`src/rtl/mod_sub_serial_if.sv`:
```
// rtl/mod_sub_serial_if.sv - start/done handshake and operand/result bus of the bit-serial subtractor
interface mod_sub_serial_if #(
  parameter int width = 4
);
  logic             start;
  logic [width-1:0] a;
  logic [width-1:0] b;
  logic             bin;
  logic             busy;
  logic             done;
  logic [width-1:0] diff;
  logic             bout;
  logic             ovf;

  modport master (
    output start, a, b, bin,
    input  busy, done, diff, bout, ovf
  );

  modport slave (
    input  start, a, b, bin,
    output busy, done, diff, bout, ovf
  );
endinterface

```
`src/rtl/mod_sub_serial.sv`:
```
// rtl/mod_sub_serial.sv - bit-serial a - b - bin, LSB first, one borrow FF; MOD_SUB_OVF_EN adds signed overflow
module mod_sub_serial #(
  parameter int width = 4
) (
  input  logic                clk,
  input  logic                rst,
  mod_sub_serial_if.slave     bus
);
  localparam int cw = $clog2(width) + 1;
  localparam logic [cw-1:0] last_cnt = cw'(width - 1);

  typedef enum logic [1:0] {IDLE, SHIFT, DONE} state_t;

  state_t           state;
  logic [width-1:0] a_sh;
  logic [width-1:0] b_sh;
  logic [width-1:0] diff_q;
  logic             brw;
  logic             bout_q;
  logic             busy_q;
  logic             done_q;
  logic [cw-1:0]    cnt;
  logic             d;
  logic             brw_next;
  logic             accept;
  logic             last_bit;

  always_comb begin
    d        = a_sh[0] ^ b_sh[0] ^ brw;
    brw_next = (~a_sh[0] & b_sh[0]) | (~(a_sh[0] ^ b_sh[0]) & brw);
    accept   = (state == IDLE) && bus.start;
    last_bit = (state == SHIFT) && (cnt == last_cnt);
  end

  // diff_q doubles as the result shift register; it is only meaningful once done fires
  always_ff @(posedge clk) begin
    if (rst) begin
      state  <= IDLE;
      a_sh   <= '0;
      b_sh   <= '0;
      diff_q <= '0;
      brw    <= 1'b0;
      bout_q <= 1'b0;
      busy_q <= 1'b0;
      done_q <= 1'b0;
      cnt    <= '0;
    end else begin
      case (state)
        IDLE: begin
          done_q <= 1'b0;
          if (bus.start) begin
            a_sh   <= bus.a;
            b_sh   <= bus.b;
            brw    <= bus.bin;
            cnt    <= '0;
            diff_q <= '0;
            bout_q <= 1'b0;
            busy_q <= 1'b1;
            state  <= SHIFT;
          end
        end
        SHIFT: begin
          a_sh   <= a_sh >> 1;
          b_sh   <= b_sh >> 1;
          diff_q <= {d, diff_q[width-1:1]};
          brw    <= brw_next;
          cnt    <= cnt + cw'(1);
          if (cnt == last_cnt) begin
            bout_q <= brw_next;
            busy_q <= 1'b0;
            done_q <= 1'b1;
            state  <= DONE;
          end
        end
        DONE: begin
          done_q <= 1'b0;
          state  <= IDLE;
        end
        default: begin
          busy_q <= 1'b0;
          done_q <= 1'b0;
          state  <= IDLE;
        end
      endcase
    end
  end

`ifdef MOD_SUB_OVF_EN
  logic ovf_q;

  // On the last bit a_sh[0]/b_sh[0] hold the captured sign bits and d is the result sign
  always_ff @(posedge clk) begin
    if (rst) begin
      ovf_q <= 1'b0;
    end else if (accept) begin
      ovf_q <= 1'b0;
    end else if (last_bit) begin
      ovf_q <= (a_sh[0] != b_sh[0]) && (d != a_sh[0]);
    end
  end

  assign bus.ovf = ovf_q;
`else
  assign bus.ovf = 1'b0;
`endif

  assign bus.busy = busy_q;
  assign bus.done = done_q;
  assign bus.diff = diff_q;
  assign bus.bout = bout_q;
endmodule

```
`src/flat_wrapper.sv`:
```
// flat-port wrapper written by rule: the top's interface ports become plain ports
module mod_sub_serial_flat 
#(
  parameter int width = 4
)
  (clk, rst, bus_start, bus_a, bus_b, bus_bin, bus_busy, bus_done, bus_diff, bus_bout, bus_ovf);
  mod_sub_serial_if #(.width(width)) bus_i ();
  input  logic clk;
  input  logic rst;
  input wire logic [$bits(bus_i.start)-1:0] bus_start;
  input wire logic [$bits(bus_i.a)-1:0] bus_a;
  input wire logic [$bits(bus_i.b)-1:0] bus_b;
  input wire logic [$bits(bus_i.bin)-1:0] bus_bin;
  output wire logic [$bits(bus_i.busy)-1:0] bus_busy;
  output wire logic [$bits(bus_i.done)-1:0] bus_done;
  output wire logic [$bits(bus_i.diff)-1:0] bus_diff;
  output wire logic [$bits(bus_i.bout)-1:0] bus_bout;
  output wire logic [$bits(bus_i.ovf)-1:0] bus_ovf;
  assign bus_i.start = bus_start;
  assign bus_i.a = bus_a;
  assign bus_i.b = bus_b;
  assign bus_i.bin = bus_bin;
  assign bus_busy = bus_i.busy;
  assign bus_done = bus_i.done;
  assign bus_diff = bus_i.diff;
  assign bus_bout = bus_i.bout;
  assign bus_ovf = bus_i.ovf;
  mod_sub_serial #(.width(width)) u_core (.clk(clk), .rst(rst), .bus(bus_i));
endmodule
```
`config.mk`:
```
export PLATFORM = sky130hd
export DESIGN_NAME = mod_sub_serial_flat
export DESIGN_NICKNAME = d
export VERILOG_FILES = /design/src/rtl/mod_sub_serial_if.sv /design/src/rtl/mod_sub_serial.sv /design/src/flat_wrapper.sv
export SDC_FILE = /design/constraint.sdc
export NUM_CORES = 1
export LEC_CHECK = 0
export ABC_AREA = 1
export BUFFER_PORTS_ARGS = -buffer_cell sky130_fd_sc_hd__buf_2
export CAP_MARGIN = 30
export CORE_MARGIN = 8
export CORE_UTILIZATION = 39
export CTS_CLUSTER_SIZE = 28
export DETAILED_ROUTE_END_ITERATION = 6
export SKIP_CTS_REPAIR_TIMING = 1
export SLEW_MARGIN = 40
export SYNTH_ARGS = -nofsm -noshare
export SYNTH_HDL_FRONTEND = slang
export SYNTH_SLANG_ARGS = --single-unit
```
`constraint.sdc`:
```
create_clock -name clk -period 2.42 [get_ports clk]
set_input_delay 0.242 -clock clk [delete_from_list [all_inputs] [get_ports clk]]
set_output_delay 0.242 -clock clk [all_outputs]
set_load 0.1 [all_outputs]
```
==> results of run 1 <==
final timing paths:
kind | from | to | cells past startpoint | slack (ps)
worst min register to register | u_core.bus.busy | u_core.bus.busy | 2 | 460
worst max-delay path | u_core.bus.diff[2] | bus_diff[2] | 1 | 1060
worst min-delay path | bus_a[3] | u_core.a_sh[3] | 3 | 190
worst max register to register | u_core.cnt[0] | u_core.bus.bout | 7 | 1170
cells in the final DEF, fill, tap and decap left out, types with 2 or more instances in the layout:
master	count
nand2_1	36
a21oi_2	2
nor2_1	17
nand2_4	3
o21ai_0	9
clkbuf_4	3
a21oi_1	9
dfxtp_1	21
inv_1	9
nand3_1	4
buf_2	18
ha_1	2
nand2_2	2
report_power, final:
part	total, mW	leakage, nW	internal, mW	switching [mW]
Combinational	0.143	0.300	0.0422	0.101
Sequential	0.381	0.172	0.368	0.0133
Clock	0.161	0.0150	0.0641	0.0972
layout make-up:
| class | instances | area [µm²] | area share [%] |
|---|---|---|---|
| inverter | 11 | 48.80 | 4.588 |
| timing repair buffer | 18 | 90.09 | 8.471 |
| multi-input combinational | 89 | 440.4 | 41.41 |
| sequential | 21 | 420.4 | 39.53 |
| tap | 30 | 37.54 | 3.529 |
| clock buffer | 4 | 26.28 | 2.471 |
metal layers:
layer / vias up / GRT usage, %
li1: 425 / -
met2: 14 / 16.24
met1: 353 / 10.77
met4: 0 / 6.812
met5: - / 0
met3: 4 / 3.401
state kept, by name (all words and copies together), names as in the netlist:
| name | flops |
|---|---|
| u_core.brw | 1 |
| u_core.cnt | 3 |
| u_core.bus.busy | 1 |
| u_core.bus.diff | 4 |
| u_core.a_sh | 4 |
| u_core.bus.done | 1 |
| u_core.state | 2 |
| u_core.bus.bout | 1 |
| u_core.b_sh | 4 |
per-stage QoR:
| step | utilization [%] | total power, mW | instance area [µm²] |
|---|---|---|---|
| detailed placement | 43.45 | 0.5345 | 1037 |
| global placement | 43.45 | 0.5317 | 1037 |
| global route | 44.55 | 0.7378 | 1064 |
| finish | 44.55 | 0.6855 | 1064 |
| floorplan | - | 0.5099 | 952.2 |
| CTS | 44.55 | 0.6984 | 1064 |
kinds of logic after synthesis:
logic type	after synthesis	share of synthesized area, %
flip-flops	21	44.15
adder cells (fa/ha/maj)	3	4.730
AO/OA/AOI/OAI	21	11.83
other	1	0.3938
AND/OR/NAND/NOR	64	29.30
buffers and inverters	15	9.593
==> results.yml, run 1 <==
status:
  outcome: "finished clean"
cts:
  clk-insertion-delay-late_ps: 290
  cts.htree.levels: 1
  clock-root-buffer: "clkbuf_4"
  cts_buffer_depth: 2
  clkTransAtPathRegs_ps: 110
  cts_buffers: 3
  cts_tree: "built"
  clock-sinks: 21
worst_setup_path:
  path_delay_family: "buffers and inverters"
  critPathRequiredTime_ps: 2180
  cp_slowest_stage_delay_ps: 440
  path_cells: "buf_2"
  crit_type: "flip-flop to output port"
  worstPathArrival_ps: 1110
  critPathBufInv: 1
  critPathMaxFanout: 3
  critPathLaunchType: "flip-flop"
  endpoint_kind: "output port"
  cp_slowest_cell: "buf_2"
placement:
  pre_cts_ws_ps: 1177
  dp_hpwl_mm: 1.404
  gp_congestion: 0.7380
  dp.cells: 169
  portBuffers: 18
logic_synthesis:
  synth.area.top_cells: "dfxtp_1, nand2_1, nor2_1"
  syn-num-nets: 140
  synthesis.area_um2: 952.2
  ys.flop_type: "dfxtp_1"
  seq_area_frac_synth_pct: 44.15
  synth-edff-count: 0
  synth_common_cells: "nand2_1, dfxtp_1, nor2_1"
  synth.most_common_cell: "nand2_1"
  synth_cell_types: 22
  synthCells: 125
  avgSynthCellArea_um2: 7.617
  yosys_warnings: 0
  synth_top_area_share_pct: 44.15
  async_flop_share_pct: 0
  yosys.area.top_type: "dfxtp_1"
  synth_seq_cells: 21
cells_and_area:
  area_delta_synth_final_pct: 11.70
  antennaDiodeCount: 0
  finish.net_count: 159
  drive_gt1_share_pct: 21.68
  layout.cells.non_filler: 173
  n_fill_cell: 262
floorplan:
  io_pins: 20
  die_h_um: 65.41
  core-area_um2: 2387
  rows: 18
  die_x_um: 65.41
  floorplan.die_area_um2: 4278
  start_util_pct: 39.88
detailed_routing:
  remaining_drc_errors: 0
  ant_nets: 0
  route.met2.wl_um: 866
  wirelength_met1_um: 865
  drt_iter0_drc: 43
  dr.pass1.iters: 4
  routedWlPerCell_um: 10.85
  wl_met3_um: 108
  viasPerCell: 4.601
  via_count: 796
  wirelength_mm: 1.877
  topRoutingLayerUsed: "met4"
timing:
  period_share_pct: 56.05
  max_freq_mhz: 737.3
  rsz0062_at_grt: "no"
  hold_violations: 0
  finalMaxSlewViolations: 0
  fin_ws_ps: 1064
  finalClockSkew_ps: 5.020
  finalSetupTns_ps: 0
  timing.hold.ws_ps: 188.0
  final.min_clock_period_ps: 1356
  setup_viol: 0
pwr:
  powerDensity_nw_per_um2: 644.5
  p_leak_nw: 0.4875
  max-vdd-ir-drop_v: 0.0003549
global_routing:
  grt_max_degree: 16
  overflow: 0
  grt_pass1_wl_mm: 3.387
  grtUsageTotal_pct: 9.996
  grt_pass1_vias: 787
  antenna_found_initial: 0
run:
  max_cap_violations: 0
hold_path:
  holdCritPathClass: "input pin to flip-flop"
Note: power is estimated with default switching activity, not from simulation.
==> run 2: changes to the inputs <==
--- a/config.mk
+++ b/config.mk
@@ -5,7 +5,7 @@
 export SDC_FILE = /design/constraint.sdc
 export NUM_CORES = 1
 export LEC_CHECK = 0
-export ABC_AREA = 1
+export ABC_AREA = 0
 export BUFFER_PORTS_ARGS = -buffer_cell sky130_fd_sc_hd__buf_2
 export CAP_MARGIN = 30
 export CORE_MARGIN = 8
==> constraint.sdc (replaced) <==
create_clock -name clk -period 1.14 [get_ports clk]
set_input_delay 0.114 -clock clk [delete_from_list [all_inputs] [get_ports clk]]
set_output_delay 0.114 -clock clk [all_outputs]
set_load 0.1 [all_outputs]
==> results.yml, run 2 <==
status:
  outcome: "finished, violations left"
  violations: "setup timing"
floorplan:
  start_util_pct: 40.12
  floorplan.die_area_um2: 4359
  core-area_um2: 2432
  rows: 18
  io_pins: 20
  die_h_um: 66.03
  die_x_um: 66.03
placement:
  dp_hpwl_mm: 1.392
  dp.cells: 146
  portBuffers: 18
  gp_congestion: 0.7177
  pre_cts_ws_ps: -84.25
  placed_area_um2: 1220
logic_synthesis:
  ys.flop_type: "dfxtp_1"
  syn-num-nets: 112
  avgSynthCellArea_um2: 10.06
  synth-edff-count: 0
  synthCells: 97
  synthesis.area_um2: 975.9
  synth_common_cells: "dfxtp_1, nor2_1, mux2i_1"
  yosys_warnings: 0
  synth.most_common_cell: "dfxtp_1"
  synth_top_area_share_pct: 43.08
  synth_seq_cells: 21
  yosys.area.top_type: "dfxtp_1"
  synth_cell_types: 28
  synth.area.top_cells: "dfxtp_1, mux2i_1, nor2_1"
  async_flop_share_pct: 0
  seq_area_frac_synth_pct: 43.08
timing:
  period_share_pct: 106.7
  hold_violations: 0
  fin_ws_ps: -76.71
  rsz0062_at_grt: "yes"
  setup_viol: 2
  max_freq_mhz: 821.9
  final.min_clock_period_ps: 1217
  finalSetupTns_ps: -117.7
  finalMaxSlewViolations: 0
  timing.hold.ws_ps: 80.50
  finalClockSkew_ps: 3.383
detailed_routing:
  ant_nets: 0
  via_count: 728
  remaining_drc_errors: 0
  routedWlPerCell_um: 12.63
  drt_iter0_drc: 11
  wirelength_mm: 1.895
  dr.pass1.iters: 4
  viasPerCell: 4.853
cells_and_area:
  finish.net_count: 136
  antennaDiodeCount: 0
  utilization_pct: 53.09
  n_fill_cell: 220
  layout.cells.non_filler: 150
  final_cell_mix: "nor2_1, dfxtp_2, buf_2"
  area_delta_synth_final_pct: 32.31
  final_cell_area_um2: 1291
  drive_gt1_share_pct: 48.33
  final_common_cell: "nor2_1"
cts:
  clock-root-buffer: "clkbuf_4"
  cts_buffers: 3
  clkTransAtPathRegs_ps: 110
  cts_tree: "built"
  cts_buffer_depth: 2
  cts.htree.levels: 1
  clock-sinks: 21
  clk-insertion-delay-late_ps: 300
worst_setup_path:
  path_cells: "inv_2 -> fa_2 -> nor3b_2 -> o21ai_1 -> a21oi_1"
  cp_slowest_stage_delay_ps: 400
  critPathLaunchType: "flip-flop"
  worstPathArrival_ps: 1460
  crit_type: "flip-flop to flip-flop"
  critPathBufInv: 1
  endpoint_kind: "flip-flop"
  critPathMaxFanout: 2
  path_delay_family: "adder cells"
  cp_slowest_cell: "fa_2"
  critPathRequiredTime_ps: 1380
global_routing:
  overflow: 0
  grt_max_degree: 22
  grt_pass1_wl_mm: 3.291
  met3_usage_pct: 3.559
  grtUsageTotal_pct: 9.337
  grt.busiest_layer: "met2"
  grt_pass1_vias: 779
  grt_use_met2_pct: 14.37
  grt_util_met1_pct: 11.63
  antenna_found_initial: 0
hold_path:
  holdCritPathClass: "input pin to flip-flop"
pwr:
  powerDensity_nw_per_um2: 1169
  power_mw: 1.510
  p_leak_nw: 0.5128
  max-vdd-ir-drop_v: 0.0007323
run:
  max_cap_violations: 0
## run 2: final timing paths
kind	to	slack, ps	startpoint	cells after the start
max reg2reg	u_core.bus.bout	-80	u_core.brw	5
min	u_core.b_sh[3]	80	bus_b[3]	3
min reg2reg	u_core.bus.bout	490	u_core.bus.bout	2
max	u_core.bus.bout	-80	u_core.brw	5
## run 2: cells by family after synthesis
logic type               Yosys count  share of synthesized area (%)
AO/OA/AOI/OAI                     23                          19.10
multiplexers                       8                          8.205
other                              1                         0.3842
adder cells (fa/ha/maj)            3                          4.615
buffers and inverters             11                          8.204
flip-flops                        21                          43.08
AND/OR/NAND/NOR                   30                          16.41
## run 2: power breakdown
part | total (mW) | internal (mW) | switching, mW | leakage [nW]
logic | 0.336 | 0.149 | 0.187 | 0.320
registers | 0.816 | 0.780 | 0.0365 | 0.178
clock network | 0.358 | 0.136 | 0.222 | 0.0150
total | 1.51 | 1.06 | 0.445 | 0.513
## run 2: area by class of cell
type,count,area (µm²),area share [%]
inverter,4,15.01,1.163
multi-input combinational,65,520.5,40.31
tap,30,37.54,2.907
clock buffer,4,26.28,2.035
timing repair buffer,26,255.2,19.77
sequential,21,436.7,33.82
## run 2: layer usage
| metal | wire length [µm] | vias up | part of all wire (%) |
|---|---|---|---|
| met3 | 73 | 2 | 3.9 |
| met4 | 19 | 0 | 1.0 |
| met2 | 908 | 13 | 48 |
| met5 | 0 | - | 0 |
| li1 | - | 383 | - |
| met1 | 894 | 330 | 47 |
## run 2: worst min-delay path, cell delays in order
cell and delay, ps:
buf_2 100, nand4bb_1 80, a21oi_1 50
